===== config.mk =====
export PLATFORM = sky130hd
export DESIGN_NAME = mem_arbiter_ctrl
export DESIGN_NICKNAME = d
export VERILOG_FILES = /design/src/rtl/mem_arbiter_ctrl.sv
export SDC_FILE = /design/constraint.sdc
export NUM_CORES = 1
export LEC_CHECK = 0
export ABC_AREA = 1
export BUFFER_PORTS_ARGS = -buffer_cell sky130_fd_sc_hd__buf_4
export CAP_MARGIN = 25
export CORE_MARGIN = 10
export CORE_UTILIZATION = 30
export CTS_CLUSTER_SIZE = 10
export DETAILED_ROUTE_END_ITERATION = 6
export MAX_ROUTING_LAYER = met4
export PLACE_DENSITY_LB_ADDON = 0.1
export SLEW_MARGIN = 10
export SYNTH_ARGS = -nofsm -noshare
export SYNTH_HDL_FRONTEND = slang
export SYNTH_SLANG_ARGS = --single-unit

===== constraint.sdc =====
create_clock -name clk -period 3.15 [get_ports clk]
set_input_delay 0.63 -clock clk [delete_from_list [all_inputs] [get_ports clk]]
set_output_delay 0.63 -clock clk [all_outputs]
set_load 0.005 [all_outputs]

===== src/rtl/mem_arbiter_ctrl.sv =====
// rtl/mem_arbiter_ctrl.sv - data/instruction request arbiter onto a single request/ack memory bus
module mem_arbiter_ctrl #(
  parameter int ADDR_W  = 32,
  parameter int DATA_W  = 32,
  parameter int TIMEOUT = 15,
  parameter int FAIR    = 1
) (
  input  logic                clk,
  input  logic                rst,
  input  logic                d_read,
  input  logic                d_write,
  input  logic [ADDR_W-1:0]   d_addr,
  input  logic [DATA_W-1:0]   d_wdata,
  input  logic [DATA_W/8-1:0] d_strb,
  output logic [DATA_W-1:0]   d_rdata,
  output logic                d_done,
  output logic                d_stall,
  input  logic                i_req,
  input  logic [ADDR_W-1:0]   i_addr,
  output logic [DATA_W-1:0]   i_rdata,
  output logic                i_done,
  output logic                i_stall,
  output logic                bus_req,
  output logic                bus_we,
  output logic [ADDR_W-1:0]   bus_addr,
  output logic [DATA_W-1:0]   bus_wdata,
  output logic [DATA_W/8-1:0] bus_strb,
  input  logic                bus_ack,
  input  logic [DATA_W-1:0]   bus_rdata,
  output logic                err,
  output logic [2:0]          state
);

  localparam int STRB_W = DATA_W / 8;

  localparam logic [2:0] S_IDLE = 3'd0;
  localparam logic [2:0] S_REQ  = 3'd1;
  localparam logic [2:0] S_DONE = 3'd2;
  localparam logic [2:0] S_ERR  = 3'd3;

  localparam logic [7:0] TO_LAST = 8'(TIMEOUT - 1);
  localparam logic       FAIR_EN = (FAIR != 0);

  logic [2:0]        state_q, state_d;
  logic [7:0]        cnt_q, cnt_d;
  logic              owner_q, owner_d;   // 0 = data port, 1 = instruction port
  logic              we_q, we_d;
  logic [ADDR_W-1:0] addr_q, addr_d;
  logic [DATA_W-1:0] wdata_q, wdata_d;
  logic [STRB_W-1:0] strb_q, strb_d;
  logic [DATA_W-1:0] d_rdata_q, d_rdata_d;
  logic [DATA_W-1:0] i_rdata_q, i_rdata_d;
  logic              ptr_q, ptr_d;       // 1 = instruction port preferred next

  logic d_any;
  logic grant_data;
  logic finishing;

  assign d_any      = d_read | d_write;
  assign grant_data = d_any & ~(i_req & FAIR_EN & ptr_q);
  assign finishing  = (state_q == S_DONE) || (state_q == S_ERR);

  always_comb begin
    state_d   = state_q;
    cnt_d     = cnt_q;
    owner_d   = owner_q;
    we_d      = we_q;
    addr_d    = addr_q;
    wdata_d   = wdata_q;
    strb_d    = strb_q;
    d_rdata_d = d_rdata_q;
    i_rdata_d = i_rdata_q;
    ptr_d     = ptr_q;

    case (state_q)
      S_IDLE: begin
        if (d_any || i_req) begin
          state_d = S_REQ;
          cnt_d   = 8'd0;
          if (grant_data) begin
            owner_d = 1'b0;
            we_d    = ~d_read;
            addr_d  = d_addr;
            wdata_d = d_wdata;
            strb_d  = d_read ? {STRB_W{1'b1}} : d_strb;
          end else begin
            owner_d = 1'b1;
            we_d    = 1'b0;
            addr_d  = i_addr;
            wdata_d = '0;
            strb_d  = {STRB_W{1'b1}};
          end
        end
      end
      S_REQ: begin
        // An ack on the final allowed cycle takes precedence over the timeout.
        if (bus_ack) begin
          state_d = S_DONE;
          if (!we_q) begin
            if (owner_q) i_rdata_d = bus_rdata;
            else         d_rdata_d = bus_rdata;
          end
        end else if (cnt_q == TO_LAST) begin
          state_d = S_ERR;
        end else begin
          cnt_d = cnt_q + 8'd1;
        end
      end
      S_DONE, S_ERR: begin
        state_d = S_IDLE;
        ptr_d   = ~owner_q;
      end
      default: state_d = S_IDLE;
    endcase
  end

  always_ff @(posedge clk or negedge rst) begin
    if (!rst) begin
      state_q   <= S_IDLE;
      cnt_q     <= 8'd0;
      owner_q   <= 1'b0;
      we_q      <= 1'b0;
      addr_q    <= '0;
      wdata_q   <= '0;
      strb_q    <= '0;
      d_rdata_q <= '0;
      i_rdata_q <= '0;
      ptr_q     <= 1'b0;
    end else begin
      state_q   <= state_d;
      cnt_q     <= cnt_d;
      owner_q   <= owner_d;
      we_q      <= we_d;
      addr_q    <= addr_d;
      wdata_q   <= wdata_d;
      strb_q    <= strb_d;
      d_rdata_q <= d_rdata_d;
      i_rdata_q <= i_rdata_d;
      ptr_q     <= ptr_d;
    end
  end

  assign bus_req   = (state_q == S_REQ);
  assign bus_we    = we_q;
  assign bus_addr  = addr_q;
  assign bus_wdata = wdata_q;
  assign bus_strb  = strb_q;
  assign d_rdata   = d_rdata_q;
  assign i_rdata   = i_rdata_q;
  assign d_done    = finishing & ~owner_q;
  assign i_done    = finishing & owner_q;
  assign err       = (state_q == S_ERR);
  assign state     = state_q;
  assign d_stall   = d_any & ~d_done;
  assign i_stall   = i_req & ~i_done;

endmodule


==> flow_summary.ini <==
[yosys]
synth_top_flop_cell = dfrtp_1
syn_inst = 669
syn_area_um2 = 5903
synth_seq_area_share_pct = 61.47
ys_seq_elements = 145
yosysTopAreaCellShare_pct = 61.47
yosysWarnings = 0
synth-edff-count = 0
syn_nets = 809
synth_area_leaders = dfrtp_1 (61%), nand2_1 (14%), o21ai_0 (8.7%)
synth_top_area_cell = dfrtp_1
synthDistinctLibCells = 25
async_reset_ff_share_pct = 100.0
syn_area_per_cell_um2 = 8.824

[die]
io_pins = 280
die_area_um2 = 25690
fp-row-count = 51
start_util_pct = 30.43
die_x_um = 160.3
die_y_um = 160.3
core_um2 = 19400

[grt]
grt_util_all_layers_pct = 15.64
overflow = 0
first_global_vias = 5499
grt_max_degree = 74
antenna_found_initial = 0
grt_pass1_wl_mm = 31.06

[timing]
hold_viol_final = 0
setup_viol = 0
fin_crit_ps = 1909
whs_ps = 178.9
fin_ws_ps = 1241
finalCritPeriodShare_pct = 60.59
fin_skew_ps = 7.961
slew_viol_final = 0
tns_ps = 0
worst_slew_pin_slew_ps = 570.8
slew_headroom_pct = 61.89
grt_setup_unrepaired = false
timing.fmax_ghz = 0.5239

[worst_setup_path]
slowest_stage = dfrtp_1
cp.arrival_ps = 1280
worst_setup_path_end_kind = output pin
critPathKind = reg2out
r2r_slack_ps = 1310
crit_fanout = 7
reg2reg_depth = 8
cp_cell_sequence = inv_2 > nand2_2 > inv_1 > buf_4
rr_endpoint = cnt_q[7]$_DFFE_PN0P_
crit_required_ps = 2520
cpPeakStageDelay_ps = 420
critPathLaunchType = flop
r2r-start = cnt_q[0]$_DFFE_PN0P_

[clock_network]
clock_latency_ps = 420
clock-sinks = 145
cts-resized-gates = 0
post-cts-setup-buffer-count = 0
clk_pin_slew_worst_paths_ps = 60
clockBufferDepth = 2
cts_hold_buf = 0
cts_tree = yes
cts_max_level = 4
cts-root-buf = clkbuf_16
cts_inserted_buffers = 17

[flow_run]
drv_cap = 0

[drt]
first_iter_violations = 339
dr.pass1.iters = 4
finalWirelength_mm = 19.87
drc_errors = 0
via_per_inst = 4.317
vias = 5267
antenna_left = 0
avgRoutedWirePerCell_um = 16.28

[placement]
dp_slack_ps = 911.2
dp_hpwl_mm = 14.84
gp_congestion = 0.7646
place_area_um2 = 8257
portBuffers = 278

[power]
p_leak_nw = 4.711
vdd_drop_max_v = 0.0003487
power_density_nw_per_um2 = 944.1

[outcome]
status = finished clean

[cells_and_area]
multiInputGateArea_um2 = 1899
final_common_cell = buf_4
seq_area_um2 = 3628
antenna_cells = 0
syn_to_final_growth_pct = 50.15
layout_common_cells = buf_4 (287), nand2_1 (218), dfrtp_1 (145)
fin_area_um2 = 8864
fillerInstances = 1962
finalNetCount = 1083
drive_above_1_share_pct = 34.66

[hold_path]
min_path_type = in2async
kinds of logic (layout without fill, tap and decap cells):
group	count (synthesis)	count (layout)	share of synthesized area, %
DFF	145	145	61.47
adders and majority gates	2	2	0.4238
xor gates and xnor gates	2	2	0.2968
buffers and inverters	86	372	6.358
and+or+nand+nor	291	291	19.22
other	1	1	0.06353
AOI/OAI and AO/OA	142	142	12.17
critical path: cells and delay by family, from the launching register on:
| kind | cells | cell delay, ps |
|---|---|---|
| flops | 1 | 420 |
| buf+inv | 3 | 300 |
| simple gates | 1 | 140 |
worst max path at each step:
| stage | cells after the start | start | to | slack, ps |
|---|---|---|---|---|
| 6_report | 4 | state[1]$_DFFE_PN0P_ | bus_req | 1240 |
| 5_1_grt | 8 | cnt_q[0]$_DFFE_PN0P_ | cnt_q[7]$_DFFE_PN0P_ | 1080 |
| 4_1_cts | 4 | state[1]$_DFFE_PN0P_ | bus_req | 1190 |
| 3_5_place_dp | 8 | d_read | cnt_q[1]$_DFFE_PN0P_ | 910 |
| 3_3_place_gp | 8 | d_read | cnt_q[0]$_DFFE_PN0P_ | 940 |
| 2_1_floorplan | 6 | d_read | state[0]$_DFFE_PN0P_ | 1680 |
flip-flops by register name, summed over array words and instances (netlist names):
name and flops:
bus_addr 32, bus_wdata 32, d_rdata 32, i_rdata 32, cnt_q 8, bus_strb 4
state 2, bus_we 1, owner_q 1, ptr_q 1
report_power, final:
group / internal [mW] / switching (mW) / total (mW)
clock network: 1.26 / 0.849 / 2.11
logic: 1.56 / 1.58 / 3.14
registers: 2.66 / 0.465 / 3.12
total: 5.47 / 2.89 / 8.37
through the flow:
stage / std cells / util, % / power, mW
floorplan: 669 / - / 4.450
global placement: 1189 / 42.56 / 6.370
detailed placement: 1189 / 42.56 / 6.397
CTS: 1220 / 45.69 / 8.547
global route: 1220 / 45.69 / 9.034
finish: 1220 / 45.69 / 8.368
synthesized netlist by cell type, types with 3 or more instances:
master,count
nand2_1,218
dfrtp_1,145
o21ai_0,103
nor2_1,53
inv_1,48
o21ai_1,32
buf_2,15
clkbuf_1,14
nand3_1,12
a21oi_1,5
buf_4,3
buf_6,3
inv_2,3
per-layer routing:
metal  wire (um)  vias up  GRT usage (%)
li1            -     2658              -
met4         284        0          4.758
met1        8669     2399          18.46
met3        1567       19          5.835
met2        9344      191          24.43
met5           0        -              -
area by class of cell:
cell class              instances  area share [%]
well taps                     265           3.741
clock inverters                14           2.047
inverters                      51           2.160
clock buffers                  17           4.800
multi-input cells             438           21.43
repair buffers                290           24.89
flip-flops and latches        145           40.94
Note: power is estimated with default switching activity, not from simulation.
